==> config.mk <==
export PLATFORM = sky130hd
export DESIGN_NAME = srl_start_fifo
export DESIGN_NICKNAME = d
export VERILOG_FILES = /design/src/rtl/srl_start_fifo.sv
export SDC_FILE = /design/constraint.sdc
export NUM_CORES = 1
export LEC_CHECK = 0
export BUFFER_PORTS_ARGS = -buffer_cell sky130_fd_sc_hd__buf_2
export CELL_PAD_IN_SITES_DETAIL_PLACEMENT = 1
export CELL_PAD_IN_SITES_GLOBAL_PLACEMENT = 1
export CORE_AREA = 2 2 39 41
export CTS_CLUSTER_SIZE = 40
export DETAILED_ROUTE_END_ITERATION = 10
export DIE_AREA = 0 0 41 43
export HOLD_SLACK_MARGIN = 0.12
export PLACE_DENSITY = 0.6
export SYNTH_ARGS = -nofsm -noshare
export SYNTH_HDL_FRONTEND = slang
export SYNTH_SLANG_ARGS = --single-unit
==> constraint.sdc <==
create_clock -name ap_clk -period 3.1 [get_ports ap_clk]
set_clock_uncertainty 0.1 [all_clocks]
set_input_delay 0.62 -clock ap_clk [delete_from_list [all_inputs] [get_ports ap_clk]]
set_output_delay 0.62 -clock ap_clk [all_outputs]
set_load 0.005 [all_outputs]
==> src/rtl/srl_start_fifo.sv <==
// srl_start_fifo: start/done token FIFO built on an addressable shift register.
// Tokens enter at SRL[0] and shift up on every accepted write; the oldest token
// sits at SRL[n-1] and is read in place (first-word-fall-through).
// Optional feature: define SRL_START_FIFO_OUT_REG_EN to add an output register
// stage in front of the consumer (capacity DEPTH+1, 2-cycle write-to-read).
module srl_start_fifo #(
  parameter int DATA_WIDTH = 1,
  parameter int ADDR_WIDTH = 1,
  parameter int DEPTH      = 2
) (
  input  logic                  ap_clk,
  input  logic                  ap_rst_n,
  input  logic                  if_write,
  input  logic [DATA_WIDTH-1:0] if_din,
  output logic                  if_full_n,
  input  logic                  if_read,
  output logic                  if_empty_n,
  output logic [DATA_WIDTH-1:0] if_dout,
  output logic [ADDR_WIDTH:0]   if_count
);

  localparam logic [ADDR_WIDTH:0] DepthCnt = (ADDR_WIDTH + 1)'(DEPTH);
  localparam logic [ADDR_WIDTH:0] OneCnt   = (ADDR_WIDTH + 1)'(1);

  logic [DATA_WIDTH-1:0] srl_q [DEPTH];
  logic [ADDR_WIDTH:0]   n_q, n_d;
  logic [ADDR_WIDTH:0]   cnt_q, cnt_d;
  logic                  full_n_q, full_n_d;
  logic                  empty_n_q, empty_n_d;
  logic [ADDR_WIDTH-1:0] addr;
  logic                  push;
  logic                  pop;
  logic                  srl_pop;

  // Requests are qualified by the registered flags only, so a pop at n=DEPTH
  // never lets a write in, and a write at n=0 never lets a read in.
  assign push = if_write & full_n_q;
  assign pop  = if_read & empty_n_q;

  // Oldest entry lives at n-1; address parks at 0 when the SRL is empty.
  assign addr = (n_q == '0) ? '0 : ADDR_WIDTH'(n_q - OneCnt);

  // Shift-register storage: shift in on push, hold otherwise.
  // NOTE: storage has no reset on purpose; control state alone decides what is
  // reachable, which keeps the array mappable to SRL primitives.
  always_ff @(posedge ap_clk) begin
    if (push) begin
      srl_q[0] <= if_din;
      for (int i = 1; i < DEPTH; i++) begin
        srl_q[i] <= srl_q[i-1];
      end
    end
  end

`ifdef SRL_START_FIFO_OUT_REG_EN
  logic [DATA_WIDTH-1:0] dout_q;

  // The output register refills from the SRL whenever it is free or being
  // drained, as long as the SRL holds something.
  assign srl_pop = (n_q != '0) & (~empty_n_q | pop);
`else
  assign srl_pop = pop;
`endif

  // Next occupancy and flags for the SRL and the consumer-visible valid bit.
  // NOTE: every output gets a default first, so no path can infer a latch.
  always_comb begin
    n_d = n_q;
    case ({push, srl_pop})
      2'b10:   n_d = n_q + OneCnt;
      2'b01:   n_d = n_q - OneCnt;
      default: n_d = n_q;
    endcase
    full_n_d = (n_d != DepthCnt);
`ifdef SRL_START_FIFO_OUT_REG_EN
    empty_n_d = empty_n_q;
    if (srl_pop)  empty_n_d = 1'b1;
    else if (pop) empty_n_d = 1'b0;
    cnt_d = n_d + {{ADDR_WIDTH{1'b0}}, empty_n_d};
`else
    empty_n_d = (n_d != '0);
    cnt_d     = n_d;
`endif
  end

  // Control state: reset asynchronously so tokens vanish without a clock edge.
  // NOTE: sequential state uses non-blocking assignments so all registers
  // update together from the pre-edge values.
  always_ff @(posedge ap_clk or negedge ap_rst_n) begin
    if (!ap_rst_n) begin
      n_q       <= '0;
      cnt_q     <= '0;
      full_n_q  <= 1'b1;
      empty_n_q <= 1'b0;
    end else begin
      n_q       <= n_d;
      cnt_q     <= cnt_d;
      full_n_q  <= full_n_d;
      empty_n_q <= empty_n_d;
    end
  end

`ifdef SRL_START_FIFO_OUT_REG_EN
  // Output data register: load the oldest SRL entry on refill, else hold.
  always_ff @(posedge ap_clk or negedge ap_rst_n) begin
    if (!ap_rst_n)    dout_q <= '0;
    else if (srl_pop) dout_q <= srl_q[addr];
  end

  assign if_dout = dout_q;
`else
  assign if_dout = srl_q[addr];
`endif

  assign if_full_n  = full_n_q;
  assign if_empty_n = empty_n_q;
  assign if_count   = cnt_q;

endmodule
==> results of run 1 <==
[report_power, final]
group	switching [mW]	leakage [nW]	internal (mW)
combinational	0.0832	0.126	0.0899
clock	0.0302	0.0150	0.0489
sequential	0.0216	0.0678	0.114
total	0.135	0.209	0.253
[Yosys cell counts (all sizes together)]
cell / number / share of area [%]
dfrtp: 3 / 23
ha: 3 / 12
inv: 3 / 3.5
mux2: 3 / 12
edfxtp: 2 / 19
nand2: 2 / 2.3
a211oi: 1 / 2.3
a21oi: 1 / 1.5
and2: 1 / 1.9
and3b: 1 / 2.7
dfstp: 1 / 8.1
mux2i: 1 / 3.1
nor2b: 1 / 1.9
nor3: 1 / 1.5
nor3b: 1 / 2.3
o21ai: 1 / 1.5
o21bai: 1 / 2.3
[area by class of cell]
type	instances	area, um2	area share, %
clock buffers	4	26.3	6.18
inverters	3	11.3	2.65
multi-input cells	18	151	35.6
flip-flops and latches	6	161	37.9
well taps	16	20.0	4.71
repair buffers	10	55.1	12.9
[stage by stage]
stage	area [um2]	power (mW)	utilization (%)
3_5_place_dp	389	0.311	28.1
2_1_floorplan	324	0.248	-
3_3_place_gp	389	0.296	28.1
4_1_cts	425	0.395	30.7
6_report	425	0.388	30.7
5_1_grt	425	0.422	30.7
[worst max-delay path: cells and delay by family (launching register included)]
| kind | cells | cell delay [ns] |
|---|---|---|
| fa+ha+maj | 1 | 0.18 |
| buf+inv | 2 | 0.21 |
| flops | 1 | 0.43 |
| mux | 1 | 0.33 |
[state kept, by name, summed over array words and instances, names as in the netlist]
signal,cells
if_empty_n,1
if_full_n,1
if_count,2
srl_q,2
[per-layer routing]
metal	wire length, um	GRT usage (%)
met3	44	7.85
met5	0	0
met4	0	2.00
met2	462	20.3
met1	282	9.15
[worst paths after layout]
path	start	endpoint	slack [ns]	cells after the start
max in group asynchronous	ap_rst_n	if_full_n	2.08	2
worst max register to register	if_count[0]	if_count[1]	1.45	4
worst min-delay path	srl_q[0]	srl_q[1]	0.37	0
min in group asynchronous	ap_rst_n	if_empty_n	0.61	2
worst min register to register	srl_q[0]	srl_q[1]	0.37	0
worst max-delay path	if_count[0]	if_dout	0.98	4
[kinds of logic after synthesis]
kind of cell	synth area share, %
adder cells (fa/ha/maj)	11.6
buffers and inverters	3.47
flip-flops	49.8
multiplexers	14.7
AND/OR/NAND/NOR	12.7
AO/OA/AOI/OAI	7.72
==> impl_metrics.env, run 1 <==
export IMPL_synth_cells=27
export IMPL_slowest_stage="dfrtp_1"
export IMPL_antenna_found_initial=0
export IMPL_grt_pass1_vias=293
export IMPL_crit_fanout=7
export IMPL_area_delta_synth_final_pct=31.3
export IMPL_place_congestion=0.685
export IMPL_die_w_um=41
export IMPL_dr_pass1_iters=1
export IMPL_layout_common_cells="9 x buf_2, 3 x inv_1, 3 x ha_1, 3 x clkbuf_4, 3 x dfrtp_1"
export IMPL_coreArea_um2=1380
export IMPL_cts_repair_timing_setup_buffer_count=0
export IMPL_cts_made_buffers=3
export IMPL_syn_nets=35
export IMPL_drive_gt1_share_pct=39.0
export IMPL_cp_data_arrival_time_ns=1.40
export IMPL_viasPerCell=4.44
export IMPL_cts_sinks=6
export IMPL_status="finished, final reports clean"
export IMPL_start_kind="register"
export IMPL_hold_viol_final=0
export IMPL_cts_tree="built"
export IMPL_avgSynthCellArea_um2=12.0
export IMPL_ys_types=18
export IMPL_routed_wl_um=789
export IMPL_cp_required_ns=2.38
export IMPL_post_route_period_util_pct=68.4
export IMPL_grt_pass1_wl_um=1210
export IMPL_dieArea_um2=1760
export IMPL_final_common_cell="buf_2"
export IMPL_clk_path_buf_depth=2
export IMPL_max_cap_viol_count=0
export IMPL_antenna_diode_count=0
export IMPL_ys_warn_count=0
export IMPL_post_place_ws_ns=1.16
export IMPL_placed_cells=52
export IMPL_drtAntennaViolNets=0
export IMPL_stdcell_count=57
export IMPL_clk_pin_slew_ns=0.05
export IMPL_ctsHoldBuffers=1
export IMPL_grt_overflow=0
export IMPL_drc=0
export IMPL_power_density_nw_per_um2=911
export IMPL_rows=14
export IMPL_synth_area_um2=324
export IMPL_avgRoutedWirePerCell_um=13.8
export IMPL_rsz0062_at_grt="false"
export IMPL_tns_ns=0
export IMPL_cts_resized=0
export IMPL_io_buffers=9
export IMPL_root_buffer="clkbuf_4"
export IMPL_num_fill_cells=166
export IMPL_ys_ff_latch=6
export IMPL_layout_setup_ws_ns=0.981
export IMPL_drtIter0Drc=0
export IMPL_endpoint_kind="output port"
export IMPL_critical_path_class="register to output port"
export IMPL_initial_core_util_pct=23.4
export IMPL_crit_chain="inv_1 -> ha_1 -> mux2_2 -> buf_2"
export IMPL_setup_viol=0
export IMPL_ios=10
export IMPL_htreeDepth=1
export IMPL_hold_class="register to register"
export IMPL_grt_util_all_layers_pct=11.2
export IMPL_fmax_mhz=472
export IMPL_grt_max_degree=8
export IMPL_worst_pin_slew_ns=0.264
export IMPL_clkLatencyLatePin_ns=0.25
export IMPL_synth_seq_area_share_pct=49.8
export IMPL_whs_ns=0.373
export IMPL_dieHeight_um=43
export IMPL_nets=50
export IMPL_relSlewSlack_pct=82.3
export IMPL_maxSlewViolCount=0
export IMPL_vias=253
export IMPL_post_route_min_period_ns=2.12
export IMPL_p_leak_nw=0.209
export IMPL_max_stage_delay_ns=0.43
export IMPL_peakVddDrop_mv=0.360
Power figures use the tool's default switching activity.
==> inputs of run 2 (changes only) <==
--- a/config.mk
+++ b/config.mk
@@ -13,7 +13,7 @@
 export DETAILED_ROUTE_END_ITERATION = 10
 export DIE_AREA = 0 0 41 43
 export HOLD_SLACK_MARGIN = 0.12
-export PLACE_DENSITY = 0.6
+export PLACE_DENSITY = 0.62
 export SYNTH_ARGS = -nofsm -noshare
 export SYNTH_HDL_FRONTEND = slang
 export SYNTH_SLANG_ARGS = --single-unit
==> constraint.sdc (replaced) <==
create_clock -name ap_clk -period 1.8 [get_ports ap_clk]
set_clock_uncertainty 0.1 [all_clocks]
set_input_delay 0.36 -clock ap_clk [delete_from_list [all_inputs] [get_ports ap_clk]]
set_output_delay 0.36 -clock ap_clk [all_outputs]
set_load 0.005 [all_outputs]
==> impl_metrics.env, run 2 (same netlist as run 1, synthesis figures left out) <==
export IMPL_drtIter0Drc=0
export IMPL_post_route_min_period_ns=1.75
export IMPL_post_route_period_util_pct=97.1
export IMPL_cts_sinks=6
export IMPL_rows=14
export IMPL_power_share_clock_pct=19.9
export IMPL_power_density_nw_per_um2=1570
export IMPL_swShare_pct=33.8
export IMPL_grt_util_all_layers_pct=10.5
export IMPL_coreArea_um2=1380
export IMPL_seq_power_share_pct=33.1
export IMPL_total_power_uw=690
export IMPL_die_w_um=41
export IMPL_avgRoutedWirePerCell_um=12.8
export IMPL_dieHeight_um=43
export IMPL_hold_class="primary input to register"
export IMPL_dr_pass1_iters=1
export IMPL_p_comb_share_pct=47.0
export IMPL_num_fill_cells=161
export IMPL_crit_fanout=2
export IMPL_antenna_diode_count=0
export IMPL_io_buffers=9
export IMPL_ios=10
export IMPL_status="finished, final reports clean"
export IMPL_cts_made_buffers=3
export IMPL_grt_overflow=0
export IMPL_htreeDepth=1
export IMPL_routed_wl_um=745
export IMPL_grt_pass1_vias=264
export IMPL_seq_area_um2=163
export IMPL_grt_pass1_wl_um=1210
export IMPL_hold_viol_final=0
export IMPL_setup_viol=0
export IMPL_clk_path_buf_depth=2
export IMPL_layout_common_cells="9 x buf_2, 3 x clkbuf_4"
export IMPL_drc=0
export IMPL_drtAntennaViolNets=0
export IMPL_drive_gt1_share_pct=47.6
export IMPL_root_buffer="clkbuf_4"
export IMPL_grt_max_degree=8
export IMPL_clk_pin_slew_ns=0.05
export IMPL_max_cap_viol_count=0
export IMPL_worst_pin_slew_ns=0.206
export IMPL_critical_path_class="register to output port"
export IMPL_p_sw_uw=233
export IMPL_cp_data_arrival_time_ns=1.29
export IMPL_p_leak_nw=0.214
export IMPL_initial_core_util_pct=23.4
export IMPL_vias=256
export IMPL_clkLatencyLatePin_ns=0.25
export IMPL_place_congestion=0.742
export IMPL_peakVddDrop_mv=0.735
export IMPL_viasPerCell=4.41
export IMPL_fmax_mhz=572
export IMPL_multi_input_area_um2=158
export IMPL_maxSlewViolCount=0
export IMPL_relSlewSlack_pct=86.2
export IMPL_dieArea_um2=1760
export IMPL_start_kind="register"
export IMPL_area_delta_synth_final_pct=35.9
export IMPL_cts_tree="built"
export IMPL_final_common_cell="buf_2"
export IMPL_tns_ns=0
export IMPL_antenna_found_initial=0
export IMPL_rsz0062_at_grt="false"
export IMPL_nets=51
export IMPL_endpoint_kind="output port"
export IMPL_internal_power_uw=457
export IMPL_cp_required_ns=1.34
-- run 2: cell type report --
class,count,share of cell area [%]
Multi-Input combinational cell,18,35.8
Clock buffer,4,5.97
Timing Repair Buffer,11,14.2
Sequential cell,6,36.9
Tap cell,16,4.55
Inverter,3,2.56
-- run 2: routing by layer --
| layer | track usage, % | routed length, um | vias up |
|---|---|---|---|
| met2 | 16.9 | 398 | 9 |
| li1 | - | - | 123 |
| met3 | 7.85 | 53 | 0 |
| met1 | 11.4 | 293 | 124 |
| met4 | 0 | 0 | 0 |
| met5 | 0 | 0 | - |
-- run 2: repair_timing --
action / 4_1_cts / 5_1_grt
gates cloned: 0 / 0
resized for setup: 1 / 3
hold endpoints to repair: 4 / 0
hold buffers: 1 / 0
setup buffers: 1 / 0
endpoints found under the setup margin: 1 / 1
pin swaps: 0 / 0
-- run 2: worst max-delay path: stages, from the launching register on --
cell and delay [ns]:
dfrtp_2 0.41, inv_2 0.05, ha_2 0.17, mux2_4 0.29, buf_2 0.12
-- run 2: worst paths after layout --
path | depth (start not counted) | slack [ns] | start | to
hold reg to reg | 0 | 0.38 | srl_q[0] | srl_q[1]
setup reg to reg | 4 | 0.21 | if_full_n | if_count[1]
min in group asynchronous | 2 | 0.34 | ap_rst_n | if_empty_n
setup / recovery | 4 | 0.05 | if_count[0] | if_dout
max in group asynchronous | 2 | 1.04 | ap_rst_n | if_full_n
hold / removal | 1 | 0.19 | if_din | srl_q[0]
-- run 2: metrics by stage --
step / instance area [um2] / util, % / setup slack [ns] / cells / hold WS (ns)
floorplan: 324 / - / 0.243 / 27 / -0.0356
global placement: 389 / 28.1 / 0.184 / 52 / 0.0655
detailed placement: 389 / 28.1 / 0.145 / 52 / 0.0701
CTS: 434 / 31.4 / 0.0311 / 58 / 0.185
global route: 440 / 31.8 / 0.0137 / 58 / 0.177
finish: 440 / 31.8 / 0.0516 / 58 / 0.190
-- run 2: power groups by stage --
stage	clock network (mW)	registers [mW]	logic (mW)
after floorplan	0	0.230	0.196
after global placement	0	0.229	0.278
after detailed placement	0	0.234	0.286
after CTS	0.144	0.226	0.317
after global routing	0.153	0.234	0.361
final	0.137	0.228	0.324
==> inputs of run 3 (changes only) <==
--- a/config.mk
+++ b/config.mk
@@ -9,11 +9,14 @@
 export CELL_PAD_IN_SITES_DETAIL_PLACEMENT = 1
 export CELL_PAD_IN_SITES_GLOBAL_PLACEMENT = 1
 export CORE_AREA = 2 2 39 41
+export CTS_BUF_LIST = sky130_fd_sc_hd__clkbuf_2
+export CTS_CLUSTER_DIAMETER = 120
 export CTS_CLUSTER_SIZE = 40
 export DETAILED_ROUTE_END_ITERATION = 10
 export DIE_AREA = 0 0 41 43
 export HOLD_SLACK_MARGIN = 0.12
 export PLACE_DENSITY = 0.62
+export SETUP_SLACK_MARGIN = 0.5
 export SYNTH_ARGS = -nofsm -noshare
 export SYNTH_HDL_FRONTEND = slang
 export SYNTH_SLANG_ARGS = --single-unit
==> impl_metrics.env, run 3 (same netlist as run 1, synthesis figures left out) <==
export IMPL_status="finished, final reports clean"
export IMPL_rows=14
export IMPL_seq_power_share_pct=25.1
export IMPL_endpoint_kind="output port"
export IMPL_ff2ff_path_depth=4
export IMPL_grt_max_degree=8
export IMPL_grtUsageMet3_pct=6.28
export IMPL_hold_class="primary input to register"
export IMPL_cts_sinks=6
export IMPL_start_kind="register"
export IMPL_initial_core_util_pct=23.4
export IMPL_grt_pass1_wl_um=1460
export IMPL_io_buffers=9
export IMPL_dr_pass1_iters=2
export IMPL_drc=0
export IMPL_power_share_clock_pct=12.7
export IMPL_post_place_ws_ns=0.157
export IMPL_post_route_min_period_ns=1.70
export IMPL_grt_busiest_layer="met2"
export IMPL_grt_pass1_vias=308
export IMPL_avgRoutedWirePerCell_um=13.9
export IMPL_ios=10
export IMPL_p_comb_share_pct=62.2
export IMPL_worst_pin_slew_ns=0.145
export IMPL_drtIter0Drc=2
export IMPL_drive_gt1_share_pct=77.6
export IMPL_viasPerCell=4.42
export IMPL_reg2reg_slack_ns=0.27
export IMPL_num_fill_cells=154
export IMPL_drtAntennaViolNets=0
export IMPL_swShare_pct=34.6
export IMPL_tns_ns=0
export IMPL_grt_overflow=0
export IMPL_dieHeight_um=43
export IMPL_layout_setup_ws_ns=0.0982
export IMPL_area_delta_synth_final_pct=80.7
export IMPL_antenna_diode_count=0
export IMPL_peakVddDrop_mv=0.495
export IMPL_cts_tree="built"
export IMPL_htreeDepth=1
export IMPL_cts_made_buffers=3
export IMPL_die_w_um=41
export IMPL_antenna_found_initial=0
export IMPL_hold_viol_final=0
export IMPL_nets=58
export IMPL_cp_data_arrival_time_ns=1.24
export IMPL_clkLatencyLatePin_ns=0.25
export IMPL_coreArea_um2=1380
export IMPL_final_common_cell="buf_2"
export IMPL_gr_usage_met1_pct=14.4
export IMPL_cp_required_ns=1.34
export IMPL_multi_input_area_um2=226
export IMPL_clk_path_buf_depth=2
export IMPL_dieArea_um2=1760
export IMPL_relSlewSlack_pct=90.0
export IMPL_fmax_mhz=588
export IMPL_total_power_uw=921
export IMPL_seq_area_um2=164
export IMPL_vias=287
export IMPL_crit_fanout=2
export IMPL_power_density_nw_per_um2=1570
export IMPL_critical_path_class="register to output port"
export IMPL_grt_util_met2_pct=20.0
export IMPL_place_congestion=0.829
export IMPL_maxSlewViolCount=0
export IMPL_fin_util_pct=42.3
export IMPL_grt_util_all_layers_pct=13.0
export IMPL_hold_depth=1
export IMPL_layout_common_cells="8 x buf_2, 7 x buf_6, 4 x clkbuf_2"
export IMPL_p_sw_uw=319
export IMPL_routed_wl_um=904
export IMPL_dpl_cell_area_um2=423
export IMPL_rsz0062_at_grt="true"
export IMPL_max_cap_viol_count=0
export IMPL_root_buffer="clkbuf_2"
export IMPL_p_leak_nw=0.271
export IMPL_final_area_um2=586
export IMPL_post_route_period_util_pct=94.5
export IMPL_internal_power_uw=602
export IMPL_setup_viol=0
export IMPL_clk_pin_slew_ns=0.08
run 3: final cells by class:
| cell class | instances | share of cell area (%) |
|---|---|---|
| multi-input combinational | 18 | 38.7 |
| sequential | 6 | 28.0 |
| timing repair buffer | 18 | 24.6 |
| clock buffer | 4 | 3.42 |
| tap | 16 | 3.42 |
| inverter | 3 | 1.92 |
run 3: repair_timing:
| item | 4_1_cts | 5_1_grt |
|---|---|---|
| endpoints found under the setup margin | 7 | 8 |
| hold buffers | 1 | 0 |
| cloned | 0 | 0 |
| pin swaps | 3 | 5 |
| gates resized for setup | 13 | 7 |
| setup buffers | 4 | 4 |
| endpoints found under the hold margin | 4 | 0 |
run 3: worst paths after layout:
path                              from          end
min in group asynchronous     ap_rst_n   if_empty_n
setup reg to reg             if_full_n  if_count[1]
setup / recovery           if_count[0]      if_dout
hold / removal                  if_din     srl_q[0]
max in group asynchronous     ap_rst_n    if_full_n
hold reg to reg               srl_q[0]     srl_q[1]
run 3: worst max-delay path, cell delays in order (launching register included):
cell and delay [ns]:
dfrtp_2 0.41, inv_2 0.07, ha_4 0.12, mux2_4 0.30, buf_6 0.11
run 3: power by group through the flow:
stage	Clock, mW	Sequential (mW)	Combinational, mW
detailed placement	0	0.239	0.337
floorplan	0	0.238	0.242
CTS	0.122	0.231	0.453
global placement	0	0.238	0.325
finish	0.117	0.231	0.573
global route	0.126	0.238	0.621
run 3: through the flow:
| step | instances | hold WS (ns) |
|---|---|---|
| floorplan | 27 | -0.0356 |
| finish | 65 | 0.183 |
| CTS | 61 | 0.171 |
| detailed placement | 52 | 0.0674 |
| global route | 65 | 0.185 |
| global placement | 52 | 0.0658 |
run 3: per-layer routing:
layer  vias to the layer above  share of wire [%]
li1                        141                  -
met1                       137                 39
met2                         7                 54
met3                         2                4.6
met4                         0                2.3
met5                         -                  0
